===== config.mk =====
export PLATFORM = sky130hd
export DESIGN_NAME = debug_probe_capture
export DESIGN_NICKNAME = d
export VERILOG_FILES = /design/src/rtl/debug_probe_capture.sv
export SDC_FILE = /design/constraint.sdc
export NUM_CORES = 2
export LEC_CHECK = 0
export ABC_CLOCK_PERIOD_IN_PS = 12400
export CAP_MARGIN = 10
export CORE_UTILIZATION = 39
export CTS_CLUSTER_SIZE = 40
export DETAILED_ROUTE_END_ITERATION = 12
export GPL_ROUTABILITY_DRIVEN = 1
export PLACE_DENSITY_LB_ADDON = 0.1
export SYNTH_ARGS = -nofsm -noshare
export SYNTH_HDL_FRONTEND = slang
export SYNTH_SLANG_ARGS = --single-unit
export TNS_END_PERCENT = 20

===== constraint.sdc =====
create_clock -name clk16x -period 12.4 [get_ports clk16x]
set_input_delay 1.24 -clock clk16x [delete_from_list [all_inputs] [get_ports clk16x]]
set_output_delay 1.24 -clock clk16x [all_outputs]
set_load 0.02 [all_outputs]

===== src/rtl/debug_probe_capture.sv =====
// Probe capture engine: selects one probe bus, qualifies samples, triggers on a masked
// match / match edge / external trigger and records a pre/post window into a circular RAM.
module debug_probe_capture #(
    parameter int unsigned NUM_CH = 4,
    parameter int unsigned CH_W   = 16,
    parameter int unsigned SEL_W  = 2,
    parameter int unsigned DEPTH  = 256,
    parameter int unsigned ADDR_W = 8
) (
    input  logic                   clk16x,
    input  logic                   reset_n,
    input  logic [NUM_CH*CH_W-1:0] probe_in,
    input  logic [SEL_W-1:0]       ch_sel,
    input  logic                   sample_en,
    input  logic                   arm,
    input  logic                   abort,
    input  logic                   trig_ext,
    input  logic [CH_W-1:0]        trig_mask,
    input  logic [CH_W-1:0]        trig_value,
    input  logic                   trig_edge,
    input  logic [ADDR_W-1:0]      pre_count,
    input  logic                   rd_en,
    input  logic [ADDR_W-1:0]      rd_addr,
    output logic [CH_W-1:0]        rd_data,
    output logic                   rd_valid,
    output logic [2:0]             state_o,
    output logic                   triggered,
    output logic                   done,
    output logic [ADDR_W-1:0]      trig_ptr
);

    localparam logic [2:0] StIdle = 3'd0;
    localparam logic [2:0] StFill = 3'd1;
    localparam logic [2:0] StWait = 3'd2;
    localparam logic [2:0] StPost = 3'd3;
    localparam logic [2:0] StDone = 3'd4;

    localparam logic [ADDR_W-1:0] LastAddr = ADDR_W'(DEPTH - 1);

    logic [2:0]        state_q, state_d;
    logic [SEL_W-1:0]  ch_sel_q, ch_sel_d;
    logic [ADDR_W-1:0] pre_q, pre_d;
    logic [ADDR_W-1:0] wr_ptr_q, wr_ptr_d;
    logic [ADDR_W-1:0] fill_cnt_q, fill_cnt_d;
    logic [ADDR_W-1:0] post_cnt_q, post_cnt_d;
    logic [ADDR_W-1:0] trig_ptr_q, trig_ptr_d;
    logic              triggered_q, triggered_d;
    logic              done_q, done_d;
    logic              match_prev_q, match_prev_d;

    logic [CH_W-1:0]   sample_q;
    logic              samp_vld_q;
    logic              ext_q;

    logic [CH_W-1:0]   rd_data_q;
    logic              rd_valid_q;

    logic [CH_W-1:0]   mem [DEPTH];

    logic [CH_W-1:0]   sel_word;
    logic              arm_start;
    logic              match;
    logic              trig_hit;
    logic              wr_en;
    logic [ADDR_W-1:0] rd_phys;

    // Channel mux; any select value without a matching channel falls back to channel 0.
    always_comb begin
        sel_word = probe_in[0 +: CH_W];
        for (int k = 1; k < int'(NUM_CH); k++) begin
            if (int'(ch_sel_q) == k) begin
                sel_word = probe_in[k*CH_W +: CH_W];
            end
        end
    end

    assign arm_start = arm && !abort && ((state_q == StIdle) || (state_q == StDone));

    // Sample stage; a sample taken before the arm latches ch_sel is discarded.
    always_ff @(posedge clk16x or negedge reset_n) begin
        if (!reset_n) begin
            sample_q   <= '0;
            samp_vld_q <= 1'b0;
            ext_q      <= 1'b0;
        end else begin
            sample_q   <= sel_word;
            ext_q      <= trig_ext;
            samp_vld_q <= sample_en && !arm_start && !abort;
        end
    end

    assign match    = ((sample_q & trig_mask) == (trig_value & trig_mask));
    assign trig_hit = trig_edge ? ((match && !match_prev_q) || ext_q) : (match || ext_q);

    always_comb begin
        state_d      = state_q;
        ch_sel_d     = ch_sel_q;
        pre_d        = pre_q;
        wr_ptr_d     = wr_ptr_q;
        fill_cnt_d   = fill_cnt_q;
        post_cnt_d   = post_cnt_q;
        trig_ptr_d   = trig_ptr_q;
        triggered_d  = triggered_q;
        done_d       = done_q;
        match_prev_d = match_prev_q;
        wr_en        = 1'b0;

        if (abort) begin
            state_d     = StIdle;
            triggered_d = 1'b0;
            done_d      = 1'b0;
        end else if (arm_start) begin
            ch_sel_d     = ch_sel;
            pre_d        = pre_count;
            wr_ptr_d     = '0;
            fill_cnt_d   = '0;
            post_cnt_d   = '0;
            triggered_d  = 1'b0;
            done_d       = 1'b0;
            match_prev_d = 1'b0;
            state_d      = (pre_count != '0) ? StFill : StWait;
        end else if (samp_vld_q) begin
            case (state_q)
                StFill: begin
                    wr_en        = 1'b1;
                    wr_ptr_d     = wr_ptr_q + ADDR_W'(1);
                    fill_cnt_d   = fill_cnt_q + ADDR_W'(1);
                    match_prev_d = match;
                    if (fill_cnt_q + ADDR_W'(1) == pre_q) begin
                        state_d = StWait;
                    end
                end
                StWait: begin
                    wr_en        = 1'b1;
                    wr_ptr_d     = wr_ptr_q + ADDR_W'(1);
                    match_prev_d = match;
                    if (trig_hit) begin
                        trig_ptr_d  = wr_ptr_q;
                        triggered_d = 1'b1;
                        post_cnt_d  = LastAddr - pre_q;
                        if (LastAddr == pre_q) begin
                            state_d = StDone;
                            done_d  = 1'b1;
                        end else begin
                            state_d = StPost;
                        end
                    end
                end
                StPost: begin
                    wr_en        = 1'b1;
                    wr_ptr_d     = wr_ptr_q + ADDR_W'(1);
                    post_cnt_d   = post_cnt_q - ADDR_W'(1);
                    match_prev_d = match;
                    if (post_cnt_q == ADDR_W'(1)) begin
                        state_d = StDone;
                        done_d  = 1'b1;
                    end
                end
                default: ;
            endcase
        end
    end

    always_ff @(posedge clk16x or negedge reset_n) begin
        if (!reset_n) begin
            state_q      <= StIdle;
            ch_sel_q     <= '0;
            pre_q        <= '0;
            wr_ptr_q     <= '0;
            fill_cnt_q   <= '0;
            post_cnt_q   <= '0;
            trig_ptr_q   <= '0;
            triggered_q  <= 1'b0;
            done_q       <= 1'b0;
            match_prev_q <= 1'b0;
        end else begin
            state_q      <= state_d;
            ch_sel_q     <= ch_sel_d;
            pre_q        <= pre_d;
            wr_ptr_q     <= wr_ptr_d;
            fill_cnt_q   <= fill_cnt_d;
            post_cnt_q   <= post_cnt_d;
            trig_ptr_q   <= trig_ptr_d;
            triggered_q  <= triggered_d;
            done_q       <= done_d;
            match_prev_q <= match_prev_d;
        end
    end

    always_ff @(posedge clk16x) begin
        if (wr_en) begin
            mem[wr_ptr_q] <= sample_q;
        end
    end

    // Logical index 0 is the oldest sample: pre_count entries before the trigger.
    assign rd_phys = trig_ptr_q - pre_q + rd_addr;

    always_ff @(posedge clk16x or negedge reset_n) begin
        if (!reset_n) begin
            rd_data_q  <= '0;
            rd_valid_q <= 1'b0;
        end else if (rd_en && (state_q == StDone)) begin
            rd_data_q  <= mem[rd_phys];
            rd_valid_q <= 1'b1;
        end else begin
            rd_valid_q <= 1'b0;
        end
    end

    assign rd_data   = rd_data_q;
    assign rd_valid  = rd_valid_q;
    assign state_o   = state_q;
    assign triggered = triggered_q;
    assign done      = done_q;
    assign trig_ptr  = trig_ptr_q;

endmodule


==> metrics.md <==
| Metric | Value |
|---|---|
| Status | `complete, no violations` |
| Grt ovf | `0` |
| Insertion delay to the later sink of the worst-skew pair | `about 1.0 ns` |
| Crit path time final | `6.319 ns` |
| Vias per cell | `5.649` |
| Layout cells sized above 1 | `25.13%` |
| Ys flop type | `edfxtp_1` |
| Post-synthesis sequential element count | `roughly 4.2k` |
| Post-synth top area cell | `edfxtp_1` |
| Vias in the first global route | `about 83k` |
| DIE HEIGHT | `~650 µm` |
| Ys async rst share | `between 1.5 and 2%` |
| Syn Area/Cell | `20.70 µm²` |
| Final hold vios | `0` |
| Max cap viols | `0` |
| First-pass GRT wire length | `657.7 mm` |
| Post-CTS Setup Bufs | `0` |
| Reg2reg start | `pre_q[0]` |
| Port Buffer Count | `151` |
| Hold_ws | `0.2532 ns` |
| Post-DP HPWL | `275.0 mm` |
| Initial DRC count | `7899` |
| Critical Path Sink Type | `flop` |
| Yosys cell types | `69` |
| GRT Resource Usage Total | `22.22%` |
| Setup-failing EPs final | `0` |
| Via count | `80.53k` |
| CP Capture Point | `rd_data[13]` |
| Synth top area cells | `edfxtp_1, mux4_2, nand2_1` |
| Routed WL | `468.5 mm` |
| Core area | `414300 µm²` |
| Die width | `647.8 µm` |
| Most common cell after layout, fill and taps aside | `edfxtp_1` |
| CTS tree | `done` |
| Largest net degree at the start of global routing | `approximately 180` |
| Final ANT Viol Nets | `0` |
| Sequential share of the synthesized area | `roughly three quarters` |
| Reg2reg setup slack | `6.20 ns` |
| Wire length per cell | `32.87 µm` |
| P&R area growth vs syn | `14.57%` |
| Root buffer cell | `clkbuf_16` |
| Post-Synthesis Cell Area | `about 160000 µm²` |
| Synth top area share | `between 70% and 80%` |
| Mapped Cells | `7860` |
| Fmax | `between 0.15 and 0.2 GHz` |
| Initial antenna violation count | `19` |
| RSZ-0062 raised after global routing | `no` |
| Path depth of the worst reg2reg path | `13` |
| Hold crit path type | `in2async` |
| CTS Buf Count | `448` |
| Layout net count | `8548` |
| Most frequent cells in the layout | `edfxtp_1, mux4_2, nand2_1` |
| Max Root-Sink Buffers | `4` |
| CTS resizes | `0` |
| Critical Path Start Type | `input pin` |
| Warnings, synthesis | `0` |
| H-tree levels | `5` |
| Crit-path max FO | `roughly 110` |
| Clock sink count | `4179` |
| Reg clk slew, reported paths | `~0.06 ns` |
| Setup TNS | `0 ns` |
| Crit Path Class | `in2reg` |
| Ports | `152` |
| Post-Syn Nets | `~8.0k` |
| Final slew viol count | `0` |
| Hold_buf cts | `0` |
| Critical R2R Capture | `rd_data[0]` |
| Critical path data arrival time | `7.21 ns` |
| Max-slew headroom | `14.06%` |
| Die area | `419700 µm²` |
| # DRC | `0` |
| RD Place Congestion | `0.8132` |
| Skew final | `about 0.085 ns` |
| Number of synthesized flops with an enable pin | `4096` |
| Crit path launch | `rd_addr[1]` |
| Core Rows | `236` |
| First-pass detailed-route iteration total | `5` |
| Slew at the pin closest to its max-slew limit | `1.289 ns` |
| Worst EP required | `13.29 ns` |
| Initial Utilization | `39.27%` |
| Final period utilization | `50.96%` |
==> how the worst min path moves through the flow <==
stage,start,end,slack [ns],depth (start not counted)
CTS,reset_n,rd_data[10],0.20,1
global placement,match_prev_q,match_prev_q,0.47,2
detailed placement,triggered,triggered,0.48,2
floorplan,match_prev_q,match_prev_q,0.44,2
finish,reset_n,rd_data[10],0.25,1
global route,reset_n,rd_data[10],0.21,1
==> sequential cells by signal (all words and copies together) (netlist names) <==
signal / flops
trig_ptr: 8
wr_ptr_q: 8
rd_data: 16
sample_q: 16
samp_vld_q: 1
match_prev_q: 1
rd_valid: 1
ext_q: 1
triggered: 1
done: 1
state_o: 3
ch_sel_q: 2
post_cnt_q: 8
fill_cnt_q: 8
mem: 4096
pre_q: 8
==> critical path: stages <==
cell	delay, ns
clkdlybuf4s50_1	0.47
inv_1	0.07
fa_1	0.54
fa_4	0.98
buf_4	0.54
buf_12	0.58
mux4_2	0.35
nand2_1	0.07
a21oi_1	0.29
nor2_1	0.20
o211ai_1	0.65
o2111ai_1	0.68
nor3_1	0.33
==> through the flow <==
stage               cells  setup WS [ns]  area [µm²]  utilization [%]
finish              14250          6.081      186400            44.99
global route        14250          5.738      186400            44.98
CTS                 14250          6.133      186300            44.98
detailed placement  13430          5.088      172500            41.63
global placement    13430          5.035      172500            41.63
floorplan            7860          7.345      162700                -
==> cells by family (layout without fill, tap and decap cells) <==
logic type                 after synthesis  after routing  synth area share, %
DFF                                   4179           4179                76.89
and+or+nand+nor                       1631           1631                4.217
muxes                                 1160           1160                15.68
buffers and inverters                  489           1402                1.433
AOI/OAI and AO/OA                      337            337                1.319
xor gates and xnor gates                42             42               0.2561
adders and majority gates               22             22               0.2015
other                                    0              7                    0
==> area by class of cell <==
class / count / area [µm²]
clock buffers: 604 / 12010
diodes: 7 / 17.52
fillers: 35170 / 227900
well taps: 5474 / 6849
clock inverters: 215 / 1858
repair buffers: 546 / 4807
flip-flops and latches: 4179 / 125100
multi-input cells: 3192 / 35560
inverters: 37 / 138.9
==> per-layer routing <==
layer | track usage, % | up-vias | routed length [µm]
li1 | - | 33300 | -
met1 | 31.15 | 44450 | 201400
met2 | 36.84 | 2191 | 230900
met3 | 2.847 | 586 | 23270
met4 | 5.769 | 2 | 13010
met5 | 0 | - | 13
==> Yosys cell counts, types with 14 or more instances <==
| cell type | number |
|---|---|
| edfxtp_1 | 4096 |
| mux4_2 | 1109 |
| nand2_1 | 827 |
| nand3_1 | 380 |
| nor2_1 | 324 |
| clkbuf_1 | 174 |
| a21oi_1 | 146 |
| buf_2 | 144 |
| dfrtp_1 | 83 |
| buf_4 | 75 |
| o21ai_0 | 55 |
| buf_1 | 54 |
| inv_1 | 37 |
| o211ai_1 | 31 |
| mux2i_1 | 29 |
| xor2_1 | 27 |
| nor3_1 | 26 |
| and3_1 | 22 |
| mux2_2 | 22 |
| a311oi_1 | 20 |
| a311o_1 | 17 |
| ha_1 | 15 |
| o2111ai_1 | 14 |
Power is not shown: default switching activity piles up to over one toggle a cycle in this logic, so the estimate is an artifact.
